--- src/rtl/mpp_beacon_pkg.sv ---
// Shared types and helpers for the MPP beacon generator: frame FSM states,
// preamble bit patterns and frame-length arithmetic.
package mpp_beacon_pkg;

    localparam int SEQ_W     = 8;
    localparam int PAT_MAX_W = 256;

    typedef enum logic [2:0] {
        IDLE,
        PREAMBLE,
        SYNC,
        HEADER,
        PAYLOAD,
        CHECK
    } state_t;

    function automatic int frame_len(input int preamble_len, input int num_ch);
        return preamble_len + num_ch + 3;
    endfunction

    // 1010... counted from bit w-1 downwards; bits at and above w stay 0.
    function automatic logic [PAT_MAX_W-1:0] preamble_hi(input int w);
        logic [PAT_MAX_W-1:0] pat;
        pat = '0;
        for (int i = 0; i < PAT_MAX_W; i++) begin
            pat[i] = (i < w) && (((w - 1 - i) % 2) == 0);
        end
        return pat;
    endfunction

    function automatic logic [PAT_MAX_W-1:0] preamble_lo(input int w);
        logic [PAT_MAX_W-1:0] pat;
        pat = '0;
        for (int i = 0; i < PAT_MAX_W; i++) begin
            pat[i] = (i < w) && (((w - 1 - i) % 2) == 1);
        end
        return pat;
    endfunction

endpackage

--- src/rtl/mpp_beacon_timer.sv ---
// Frame trigger source: period down-counter for continuous mode and an
// enable rising-edge detector for one-shot mode; trigger is a 1-cycle pulse.
module mpp_beacon_timer #(
    parameter int PERIOD = 1280
) (
    input  logic clk,
    input  logic rst_n,
    input  logic enable,
    input  logic mode,
    input  logic idle,
    output logic trigger
);

    localparam int                CNT_W  = (PERIOD > 2) ? $clog2(PERIOD) : 1;
    localparam logic [CNT_W-1:0]  RELOAD = CNT_W'(PERIOD - 1);

    logic [CNT_W-1:0] period_cnt_reg;
    logic             enable_prev_reg;
    logic             cont_fire;
    logic             edge_fire;

    assign cont_fire = enable && (period_cnt_reg == '0);
    assign edge_fire = enable && !enable_prev_reg;
    // Only an idle frame FSM may accept a trigger; anything else is dropped.
    assign trigger   = idle && (mode ? edge_fire : cont_fire);

    always_ff @(posedge clk or negedge rst_n) begin
        if (!rst_n) begin
            period_cnt_reg  <= '0;
            enable_prev_reg <= 1'b0;
        end else begin
            enable_prev_reg <= enable;
            if (!enable) begin
                period_cnt_reg <= '0;
            end else if (trigger) begin
                period_cnt_reg <= RELOAD;
            end else if (period_cnt_reg != '0) begin
                period_cnt_reg <= period_cnt_reg - 1'b1;
            end
        end
    end

endmodule

--- src/rtl/mpp_beacon_gen.sv ---
// Beacon frame generator: preamble, sync, header, NUM_CH payload words and a
// checksum, one word per clock, triggered periodically or per enable edge.
module mpp_beacon_gen
    import mpp_beacon_pkg::*;
#(
    parameter int                DATA_W       = 24,
    parameter int                NUM_CH       = 4,
    parameter int                PREAMBLE_LEN = 2,
    parameter int                PERIOD       = 1280,
    parameter logic [DATA_W-1:0] SYNC_WORD    = DATA_W'(24'hB5A5C3)
) (
    input  logic                     Clk,
    input  logic                     Rst_n,
    input  logic                     enable,
    input  logic                     mode,
    input  logic [NUM_CH*DATA_W-1:0] ChData_in,
    output logic [DATA_W-1:0]        BeaconData_out,
    output logic                     BeaconValid_out,
    output logic                     FrameStart_out,
    output logic                     Busy_out
);

    localparam logic [PAT_MAX_W-1:0] PRE_HI_FULL = preamble_hi(DATA_W);
    localparam logic [PAT_MAX_W-1:0] PRE_LO_FULL = preamble_lo(DATA_W);
    localparam logic [DATA_W-1:0]    PRE_HI      = PRE_HI_FULL[DATA_W-1:0];
    localparam logic [DATA_W-1:0]    PRE_LO      = PRE_LO_FULL[DATA_W-1:0];
    localparam logic [7:0]           PRE_LAST    = 8'(PREAMBLE_LEN - 1);
    localparam logic [7:0]           CH_LAST     = 8'(NUM_CH - 1);

    state_t            state_reg;
    logic [7:0]        idx_reg;
    logic [SEQ_W-1:0]  seq_reg;
    logic [DATA_W-1:0] csum_reg;
    logic [DATA_W-1:0] data_reg;
    logic              valid_reg;
    logic              fs_reg;
    logic              busy_reg;

    logic [DATA_W-1:0] payload_reg [NUM_CH];
    logic [DATA_W-1:0] header;
    logic              trigger;
    logic              shift;

    mpp_beacon_timer #(
        .PERIOD (PERIOD)
    ) u_timer (
        .clk     (Clk),
        .rst_n   (Rst_n),
        .enable  (enable),
        .mode    (mode),
        .idle    (state_reg == IDLE),
        .trigger (trigger)
    );

    always_comb begin
        header                      = '0;
        header[DATA_W-1 -: SEQ_W]   = seq_reg;
        header[7:0]                 = 8'(NUM_CH);
    end

    // Payload is captured on the trigger cycle and drained through entry 0,
    // one shift per payload word emitted.
    assign shift = (state_reg == HEADER) || (state_reg == PAYLOAD);

    genvar gi;
    generate
        for (gi = 0; gi < NUM_CH; gi++) begin : g_payload
            if (gi == NUM_CH - 1) begin : g_last
                always_ff @(posedge Clk) begin
                    if (trigger) begin
                        payload_reg[gi] <= ChData_in[gi*DATA_W +: DATA_W];
                    end
                end
            end else begin : g_mid
                always_ff @(posedge Clk) begin
                    if (trigger) begin
                        payload_reg[gi] <= ChData_in[gi*DATA_W +: DATA_W];
                    end else if (shift) begin
                        payload_reg[gi] <= payload_reg[gi+1];
                    end
                end
            end
        end
    endgenerate

    // The state names the word currently on the outputs; each branch
    // registers the word that follows it.
    always_ff @(posedge Clk or negedge Rst_n) begin
        if (!Rst_n) begin
            state_reg <= IDLE;
            idx_reg   <= '0;
            seq_reg   <= '0;
            csum_reg  <= '0;
            data_reg  <= '0;
            valid_reg <= 1'b0;
            fs_reg    <= 1'b0;
            busy_reg  <= 1'b0;
        end else begin
            fs_reg <= 1'b0;
            case (state_reg)
                IDLE: begin
                    if (trigger) begin
                        state_reg <= PREAMBLE;
                        idx_reg   <= '0;
                        data_reg  <= PRE_HI;
                        valid_reg <= 1'b1;
                        fs_reg    <= 1'b1;
                        busy_reg  <= 1'b1;
                    end
                end
                PREAMBLE: begin
                    if (idx_reg == PRE_LAST) begin
                        state_reg <= SYNC;
                        data_reg  <= SYNC_WORD;
                    end else begin
                        idx_reg   <= idx_reg + 8'd1;
                        data_reg  <= idx_reg[0] ? PRE_HI : PRE_LO;
                    end
                end
                SYNC: begin
                    state_reg <= HEADER;
                    data_reg  <= header;
                    csum_reg  <= header;
                end
                HEADER: begin
                    state_reg <= PAYLOAD;
                    idx_reg   <= '0;
                    data_reg  <= payload_reg[0];
                    csum_reg  <= csum_reg + payload_reg[0];
                end
                PAYLOAD: begin
                    if (idx_reg == CH_LAST) begin
                        state_reg <= CHECK;
                        data_reg  <= csum_reg;
                        seq_reg   <= seq_reg + 1'b1;
                    end else begin
                        idx_reg   <= idx_reg + 8'd1;
                        data_reg  <= payload_reg[0];
                        csum_reg  <= csum_reg + payload_reg[0];
                    end
                end
                CHECK: begin
                    state_reg <= IDLE;
                    data_reg  <= '0;
                    valid_reg <= 1'b0;
                    busy_reg  <= 1'b0;
                end
                default: begin
                    state_reg <= IDLE;
                    data_reg  <= '0;
                    valid_reg <= 1'b0;
                    busy_reg  <= 1'b0;
                end
            endcase
        end
    end

    assign BeaconData_out  = data_reg;
    assign BeaconValid_out = valid_reg;
    assign FrameStart_out  = fs_reg;
    assign Busy_out        = busy_reg;

endmodule

--- config.mk ---
export PLATFORM = sky130hd
export DESIGN_NAME = mpp_beacon_gen
export DESIGN_NICKNAME = d
export VERILOG_FILES = /design/src/rtl/mpp_beacon_pkg.sv /design/src/rtl/mpp_beacon_timer.sv /design/src/rtl/mpp_beacon_gen.sv
export SDC_FILE = /design/constraint.sdc
export NUM_CORES = 1
export LEC_CHECK = 0
export BUFFER_PORTS_ARGS = -buffer_cell sky130_fd_sc_hd__buf_2
export CORE_MARGIN = 5
export CORE_UTILIZATION = 55
export CTS_BUF_LIST = sky130_fd_sc_hd__clkbuf_4
export DETAILED_ROUTE_END_ITERATION = 10
export HOLD_SLACK_MARGIN = 0.15
export PLACE_DENSITY = 0.82
export SLEW_MARGIN = 20
export SYNTH_ARGS = -nofsm -noshare
export SYNTH_HDL_FRONTEND = slang
export SYNTH_SLANG_ARGS = --single-unit
export TNS_END_PERCENT = 1
--- constraint.sdc ---
create_clock -name Clk -period 9 [get_ports Clk]
set_input_delay 1.8 -clock Clk [delete_from_list [all_inputs] [get_ports Clk]]
set_output_delay 1.8 -clock Clk [all_outputs]
set_load 0.1 [all_outputs]
=== After elaboration in Yosys (flattened, before gate mapping) ===
Memory sizes are Yosys's and may differ from the RTL's.
Index checks and enable logic that the tools add are counted.

* Bits in registers: 81
* Memory bits (writable): 96
* Input bits: 100
* Memories kept: 1

{| class="wikitable"
|+ Memory list
! memory !! depth !! bits a word !! rd ports !! clocked after memory_dff !! write ports !! line !! source
|-
| payload_reg || 4 || 24 || 4 || 0 || 4 || mpp_beacon_gen.sv:39 || <nowiki>logic [DATA_W-1:0] payload_reg [NUM_CH];</nowiki>
|}

* $add $sub $neg: 4
* Eq/ne operators: 12
* Multiplexer cells: 30
* Bitwise operators: 4
* Reductions and logical operators: 16

{| class="wikitable"
|+ Operators with widths
! cell !! number
|-
| two-way mux 24 bit || 8
|-
| one-hot mux 24 bit (5 select lines) || 1
|-
| one-hot mux 24 bit (3 select lines) || 1
|-
| two-way mux 11 bit || 3
|-
| one-hot mux 8 bit (4 select lines) || 1
|-
| adder 24 bit || 1
|-
| two-way mux 8 bit || 3
|-
| adder 8 x 1 -> 8 bit, second input constant || 2
|-
| one-hot mux 3 bit (5 select lines) || 1
|-
| logical NOT 11 bit || 1
|-
| nonzero test 11 bit || 1
|-
| subtractor 11 x 1 -> 11 bit, second input constant || 1
|-
| two-way mux 3 bit || 3
|-
| == test 8 x 1 -> 1 bit, second input constant || 1
|-
| == test 8 x 2 -> 1 bit, second input constant || 1
|-
| two-way mux 1 bit || 8
|-
| != test 2 bit, second input constant || 4
|-
| == test 3 x 2 -> 1 bit, second input constant || 2
|-
| AND reduction 2 bit || 3
|-
| AND reduction 4 bit || 1
|-
| nonzero test 4 bit || 1
|-
| OR reduction 4 bit || 1
|-
| == test 3 x 1 -> 1 bit, second input constant || 1
|-
| == test 3 bit, second input constant || 1
|-
| 11 further kinds || 15
|}

=== Longest topological paths before layout ===
Gate-level depths: netlist of run 1.

* Depth in word-level cells: 7
* Mapped depth: 11

=== By module ===
Synthesis of run 1 repeated with hierarchy kept, for this count alone.

* Cells, all modules: 758
* Area, all modules: 8,989.9 µm²

{| class="wikitable"
|+ By module, submodules not included
! module !! instances !! cells each !! area an instance (µm²) !! sequential area each (µm²)
|-
| mpp_beacon_gen || 1 || 696 || 8,301.7 || 4,609.4
|-
| mpp_beacon_timer || 1 || 62 || 688.2 || 300.3
|}

=== Least setup slack after synthesis of run 1 ===
Ideal clock, no wire load.

* Path type: input-to-reg
* From: input mode
* To: memory payload_reg[0][0], enable pin
* Setup time: 0.925 ns
* Arrival time: 4.092 ns
* Setup slack: 3.983 ns
* Stages: 4
* Buffers on the path: 1
* Path through: nor2b_1 > o211ai_1 > clkbuf_1 > nand3_1

{| class="wikitable"
|+ RTL lines
! item !! line !! source
|-
| start, declared || mpp_beacon_gen.sv:15 || <nowiki>input logic mode,</nowiki>
|-
| end, declared || mpp_beacon_gen.sv:39 ||
|}

==> key figures, run 1 <==
STA
  • F_max: approximately 270 MHz
  • Relative slew slack: a little under a third
  • Final setup violation count: 0
  • Setup TNS: 0 ns
  • Final Hold Vio Count: 0
  • Count of final max-slew check failures: 0
  • Fin crit share: a little over two fifths
  • Worst slew pin tran: around 1.0 ns
  • RSZ-0062 raised after global routing: false
  • Fin crit period: between 3 and 4 ns
  • Clock skew: roughly 0.023 ns

Clocking
  • H-tree depth: 4
  • Clock Pin Slew Worst Setup and Hold Paths: ~0.13 ns
  • Post-CTS sizing: 0
  • Clk_lat worst skew: 0.57 ns
  • Post-CTS setup buffers: 0
  • Max clock buf depth: 2
  • Clock Sinks: roughly 180
  • CTS tree: built
  • CTS buffer count: 17
  • CTS hold repair buffers: 0
  • Clk root buf: clkbuf_4

Route
  • Number of DRC markers in iteration 0: 544
  • Wirelength per Cell: about 17 um
  • Routed vias/inst: around 5.7
  • Drt pass-1 iters: 6
  • Vias post-DR: roughly 6200
  • Drt drc: 0
  • Antenna viol nets, final: 0
  • Post-Route WL: around 18000 um

Setup path
  • Worst setup SP type: input port
  • Setup crit end kind: flip-flop
  • Critical Path AT: 3.79 ns
  • CP Data Required Time: 9.02 ns
  • Crit Path Max Fanout: 72
  • R2R setup slack: 5.68 ns
  • CP Class: in -> reg

Flow run
  • Max-cap viol count: 0

Die
  • Core Rows: 46
  • CORE AREA: ~16000 sq um
  • Number of top-level pins: 127
  • Initial Util: a little under three fifths
  • Die footprint: about 19000 sq um
  • Die height: between 100 and 150 um
  • Chip Width: 136 um

Global route
  • Grt ovf: 0
  • GRT Util Overall: about a fifth
  • First-pass GRT wire length: approximately 30000 um
  • Largest net degree at the start of global routing: between 80 and 90
  • Number of global-route vias before repair: between 5000 and 6000
  • Initial antenna violation count: 3

Layout
  • Multi-input gate area: approximately 3700 sq um
  • Cell area after layout: between 9000 and 10000 sq um
  • Nets: ~980
  • Filler cell count: between 1000 and 1500
  • Commonest non-fill, non-tap cell in the layout: buf_2
  • Storage cell area: between 4000 and 5000 sq um
  • Most frequent cells in the layout: buf_2, edfxtp_1, dfrtp_1
  • Max reg flops: 96
  • Area Overhead vs Synth: 12.6%
  • Fraction of layout cells with a size suffix above 1: approximately 28%

Placement
  • DPL Wire Length: 13100 um
  • Buffers on Ports: between 100 and 150
  • Placed instance area: between 9000 and 10000 sq um
  • GP Congestion: 0.867

Synth
  • Synth warn: 0
  • FFs w/ async S/R, synth: approximately 46%
  • Netlist cell types: 61
  • #FFs+latches synth: between 150 and 200
  • Ys flop type: edfxtp_1
  • Post-synthesis instance area: 8750 sq um
  • Seq/Total Area, Yosys: between 50% and 60%
  • Synth Area per Inst: ~12 sq um
  • Post-Synthesis Cells: 734
  • Net Count, Synth: approximately 860
  • Post-synth EDFFs: 96

Power
  • Worst IR Drop VDD: approximately 0.00012 V
  • Pwr dens: 155 nW/um^2
  • Leakage: 4.01 nW

Status
  • Outcome: complete, no violations

Min path
  • HP Class: reg -> reg
## cell families after synthesis
logic type / Yosys count / synth area share [%]
AND/OR/NAND/NOR: 192 / 11.1
AO/OA/AOI/OAI: 178 / 13.2
flip-flops: 177 / 56.1
multiplexers: 76 / 9.74
buffers and inverters: 47 / 2.16
XOR/XNOR: 35 / 3.50
adder cells (fa/ha/maj): 29 / 4.23
## cell type report
class                      count  area share [%]
sequential                   177            49.8
clock buffer                  17            1.30
inverter                      12           0.457
antenna                        1          0.0254
clock inverter                15            1.57
timing repair buffer         130            6.77
multi-input combinational    510            37.3
tap                          216            2.74
## worst max-delay path, cell delays in order
cell      delay [ns]
buf_2           0.12
nor2b_1         0.13
o211ai_1        0.82
nand3_4         0.87
## per-stage QoR
| stage | utilization (%) | std cells | hold WS, ns | setup WS, ns | total power [W] |
|---|---|---|---|---|---|
| 2_1_floorplan | - | 734 | 0.448 | 3.98 | 0.00104 |
| 4_1_cts | 62.4 | 1077 | 0.495 | 5.25 | 0.00154 |
| 3_5_place_dp | 60.6 | 1045 | 0.463 | 4.63 | 0.00109 |
| 6_report | 62.5 | 1078 | 0.486 | 5.23 | 0.00152 |
| 5_1_grt | 62.5 | 1078 | 0.511 | 5.02 | 0.00159 |
| 3_3_place_gp | 60.6 | 1045 | 0.458 | 4.68 | 0.00109 |
## routing by layer
metal	up-vias	GRT usage (%)	routed length [um]
met1	2902	29.2	8260
met5	-	0	19
met4	4	6.10	267
li1	2988	-	-
met2	229	30.0	8150
met3	31	6.00	1490
## where the power goes
part | switching, W | leakage [nW] | internal [W]
Combinational | 0.0000938 | 1.96 | 0.0000925
Clock | 0.000279 | 0.143 | 0.000167
Sequential | 0.0000187 | 1.91 | 0.000873
Total | 0.000392 | 4.01 | 0.00113
## path summary, 6_finish.rpt
path | endpoint | depth (start not counted) | startpoint
setup reg to reg | payload_reg[0][24] | 6 | u_timer.period_cnt_reg[0]
max in group asynchronous | csum_reg[3] | 1 | Rst_n
min in group asynchronous | u_timer.period_cnt_reg[0] | 1 | Rst_n
hold / removal | BeaconData_out[17] | 1 | BeaconData_out[17]
setup / recovery | payload_reg[0][24] | 4 | mode
hold reg to reg | BeaconData_out[17] | 1 | BeaconData_out[17]
## cells in the mapped netlist, types with 12 or more instances
| cell | n | share of area (%) |
|---|---|---|
| nand4_1 | 12 | 0.86 |
| nand2_1 | 65 | 2.8 |
| o21ai_1 | 21 | 1.2 |
| edfxtp_1 | 96 | 33 |
| ha_1 | 28 | 4.0 |
| clkbuf_1 | 31 | 1.3 |
| nand2b_1 | 12 | 0.86 |
| nand3_1 | 23 | 1.3 |
| a21oi_1 | 38 | 2.2 |
| nor2_1 | 36 | 1.5 |
| dfrtp_1 | 81 | 23 |
| xnor2_1 | 18 | 1.8 |
| mux2_2 | 73 | 9.4 |
| xor2_1 | 17 | 1.7 |
| a221oi_1 | 13 | 1.3 |
| o21ai_0 | 35 | 2.0 |
| inv_1 | 12 | 0.51 |
No activity file was read; power rests on OpenSTA's default activity.
==> inputs of run 2 (changes only) <==
--- a/config.mk
+++ b/config.mk
@@ -5,6 +5,7 @@
 export SDC_FILE = /design/constraint.sdc
 export NUM_CORES = 1
 export LEC_CHECK = 0
+export ABC_AREA = 1
 export BUFFER_PORTS_ARGS = -buffer_cell sky130_fd_sc_hd__buf_2
 export CORE_MARGIN = 5
 export CORE_UTILIZATION = 55
==> constraint.sdc (replaced) <==
create_clock -name Clk -period 3.6 [get_ports Clk]
set_input_delay 0.72 -clock Clk [delete_from_list [all_inputs] [get_ports Clk]]
set_output_delay 0.72 -clock Clk [all_outputs]
set_load 0.1 [all_outputs]
==> run 2 against run 1 <==
Critical path type is now reg -> reg; clock skew fell by 0.0082 ns; die area is 7.2% higher; sequential share of layout area down 3.3 points; first-iteration DRC count is 26% higher; register-to-register slack got worse by 4.7 ns; via count increased by 29%; core utilization increased by 0.73 points; final cell count up 43%; sequential cell count is the same.
==> key figures, run 2 <==
Status
  • Outcome: complete, no violations

Setup path
  • Setup crit end kind: flip-flop
  • Worst setup SP type: flip-flop
  • CP Class: reg -> reg
  • R2R cell count: 8 (+2)
  • Critical Path AT: 2.80 ns (-0.99 ns)
  • End of the worst register-to-register path: payload_reg[1][0]
  • CP Data Required Time: 3.81 ns (-5.21 ns)
  • Crit path to: payload_reg[1][0]
  • Crit Path Max Fanout: 72 (unchanged)
  • R2R setup slack: 1.01 ns (-4.67 ns)
  • Worst r2r src: u_timer.period_cnt_reg[0]
  • Crit path from: u_timer.period_cnt_reg[0]

Route
  • Post-Route WL: 21800 um (+20%)
  • Drt pass-1 iters: 6 (unchanged)
  • Drt drc: 0 (unchanged)
  • Wirelength per Cell: 14.1 um (-16%)
  • Vias post-DR: 7961 (+29%)
  • Antenna viol nets, final: 0 (unchanged)
  • Number of DRC markers in iteration 0: 688 (+26%)
  • Routed vias/inst: 5.15 (-9.8%)

Clocking
  • Clk_lat worst skew: 0.57 ns (about the same)
  • Post-CTS sizing: 0 (unchanged)
  • Clock Sinks: 177 (unchanged)
  • Max clock buf depth: 2 (unchanged)
  • Clock Pin Slew Worst Setup and Hold Paths: 0.15 ns (+0.02 ns)
  • H-tree depth: 4 (unchanged)
  • Clk root buf: clkbuf_4
  • CTS buffer count: 17 (unchanged)
  • CTS tree: built
  • Post-CTS setup buffers: 0 (unchanged)
  • CTS hold repair buffers: 0 (unchanged)

Placement
  • GP Congestion: 0.942 (+8.6%)
  • Place WS: 1.04 ns (-3.59 ns)
  • Buffers on Ports: 126 (unchanged)
  • DPL Wire Length: 16000 um (+23%)

Flow run
  • Max-cap viol count: 0 (unchanged)

Synth
  • Top-area cell type share of the netlist area: 30.6% (-2.4 points)
  • FFs w/ async S/R, synth: 45.8% (unchanged)
  • Seq/Total Area, Yosys: 52.1% (-4.0 points)
  • #FFs+latches synth: 177 (unchanged)
  • Post-synthesis instance area: 9430 sq um (+7.7%)
  • Post-synth EDFFs: 96 (unchanged)
  • Cell with the most instances after synthesis: nand2_1
  • Ys flop type: edfxtp_1
  • Synth Area per Inst: 7.91 sq um (-34%)
  • Synth warn: 0 (unchanged)
  • Netlist cell types: 36 (-41%)
  • Cell taking the most area after synthesis: edfxtp_1
  • Net Count, Synth: 1321 (+53%)
  • Top post-synthesis cells by area: edfxtp_1, nand2_1, dfrtp_1
  • Post-Synthesis Cells: 1192 (+62%)
  • Post-synth top cells: nand2_1, inv_1, edfxtp_1, dfrtp_1, nor2_1

STA
  • Clock skew: 0.0145 ns (-0.00819 ns)
  • Final setup margin: 1.01 ns (-4.22 ns)
  • Fin crit share: between 70 and 80%
  • Final setup violation count: 0 (unchanged)
  • RSZ-0062 raised after global routing: false
  • Relative slew slack: 40.6% (+9.3 points)
  • Count of final max-slew check failures: 0 (unchanged)
  • Final Hold Vio Count: 0 (unchanged)
  • Worst slew pin tran: 0.892 ns (-0.134 ns)
  • F_max: 385 MHz
  • Fin crit period: around 2.6 ns
  • Hold WS: 0.166 ns (-0.320 ns)
  • Setup TNS: 0 ns (unchanged)

Die
  • Die height: 141 um (+3.5%)
  • CORE AREA: 16700 sq um (+5.9%)
  • Core Rows: 47 (+2.2%)
  • Initial Util: 56.5% (+0.96 points)
  • Number of top-level pins: 127 (unchanged)
  • Chip Width: 141 um (+3.5%)
  • Die footprint: 19900 sq um (+7.2%)

Min path
  • HP Class: in -> async

Layout
  • Area Overhead vs Synth: 12.0%
  • Max reg flops: 96 (unchanged)
  • Nets: 1441 (+47%)
  • Most frequent cells in the layout: nand2_1, inv_1, buf_2
  • Commonest non-fill, non-tap cell in the layout: nand2_1
  • Fraction of layout cells with a size suffix above 1: 13.4% (-15 points)

Global route
  • Initial antenna violation count: 2 (-1)
  • Grt ovf: 0 (unchanged)
  • GRT Util Overall: 22.7% (+2.4 points)
  • First-pass GRT wire length: 36200 um (+22%)
  • Number of global-route vias before repair: 7650 (+28%)
  • Largest net degree at the start of global routing: 82 (unchanged)

Power
  • Pwr dens: 1020 nW/um^2 (+560%)
  • Leakage: 5.41 nW (+35%)
  • Worst IR Drop VDD: 0.000585 V (+390%)
  • PnR Total Power: 0.0107 W (+600%)
run 2: worst max-delay path: stages (launching register included):
cell      delay [ns]
dfrtp_1         0.39
inv_1           0.13
ha_1            0.21
nand4_1         0.12
nand2b_1        0.27
nand2_1         0.13
nand4_1         0.08
buf_4           0.21
nand2_4         0.65
run 2: worst min path at each step:
stage	startpoint	end	slack (ns)
after floorplan	Rst_n	BeaconData_out[0]	0.42
after global placement	seq_reg[7]	seq_reg[7]	0.46
after detailed placement	seq_reg[7]	seq_reg[7]	0.46
after CTS	ChData_in[90]	payload_reg[1][42]	0.26
after global routing	Rst_n	BeaconData_out[12]	0.20
final	Rst_n	BeaconData_out[0]	0.17
run 2: layer usage:
metal	up-vias	routed length (um)	global-route usage, %
met5	-	13	0
met2	327	10100	36.7
met3	44	1840	5.86
met1	3589	9360	30.2
li1	3999	-	-
met4	2	510	7.09
run 2: stage by stage:
step / std cells / utilization [%] / area [sq um]
CTS: 1545 / 63.2 / 10600
floorplan: 1192 / - / 9430
detailed placement: 1513 / 61.4 / 10200
finish: 1546 / 63.2 / 10600
global route: 1546 / 63.2 / 10600
global placement: 1513 / 61.4 / 10200
run 2: cell type report:
| type | count | area, sq um |
|---|---|---|
| clock buffer | 17 | 128 |
| clock inverter | 15 | 173 |
| timing repair buffer | 132 | 682 |
| fill | 1417 | 6140 |
| tap | 220 | 275 |
| antenna | 1 | 2.50 |
| multi-input combinational | 848 | 3880 |
| sequential | 177 | 4910 |
| inverter | 136 | 510 |
run 2: cell families (layout without fill, tap and decap cells):
group	after synthesis	after routing	share of synthesized area, %
buf+inv	167	300	6.89
flops	177	177	52.1
xor+xnor	20	20	1.86
fa+ha+maj	29	29	3.93
compound gates	93	93	5.30
simple gates	706	706	30.0
other cells	0	1	0
run 2: power by group:
part	leakage (nW)	total, W	switching (W)	internal [W]
clock network	0.157	0.00117	0.000740	0.000433
registers	1.92	0.00357	0.000416	0.00315
logic	3.33	0.00600	0.00442	0.00158
total	5.41	0.0107	0.00558	0.00517
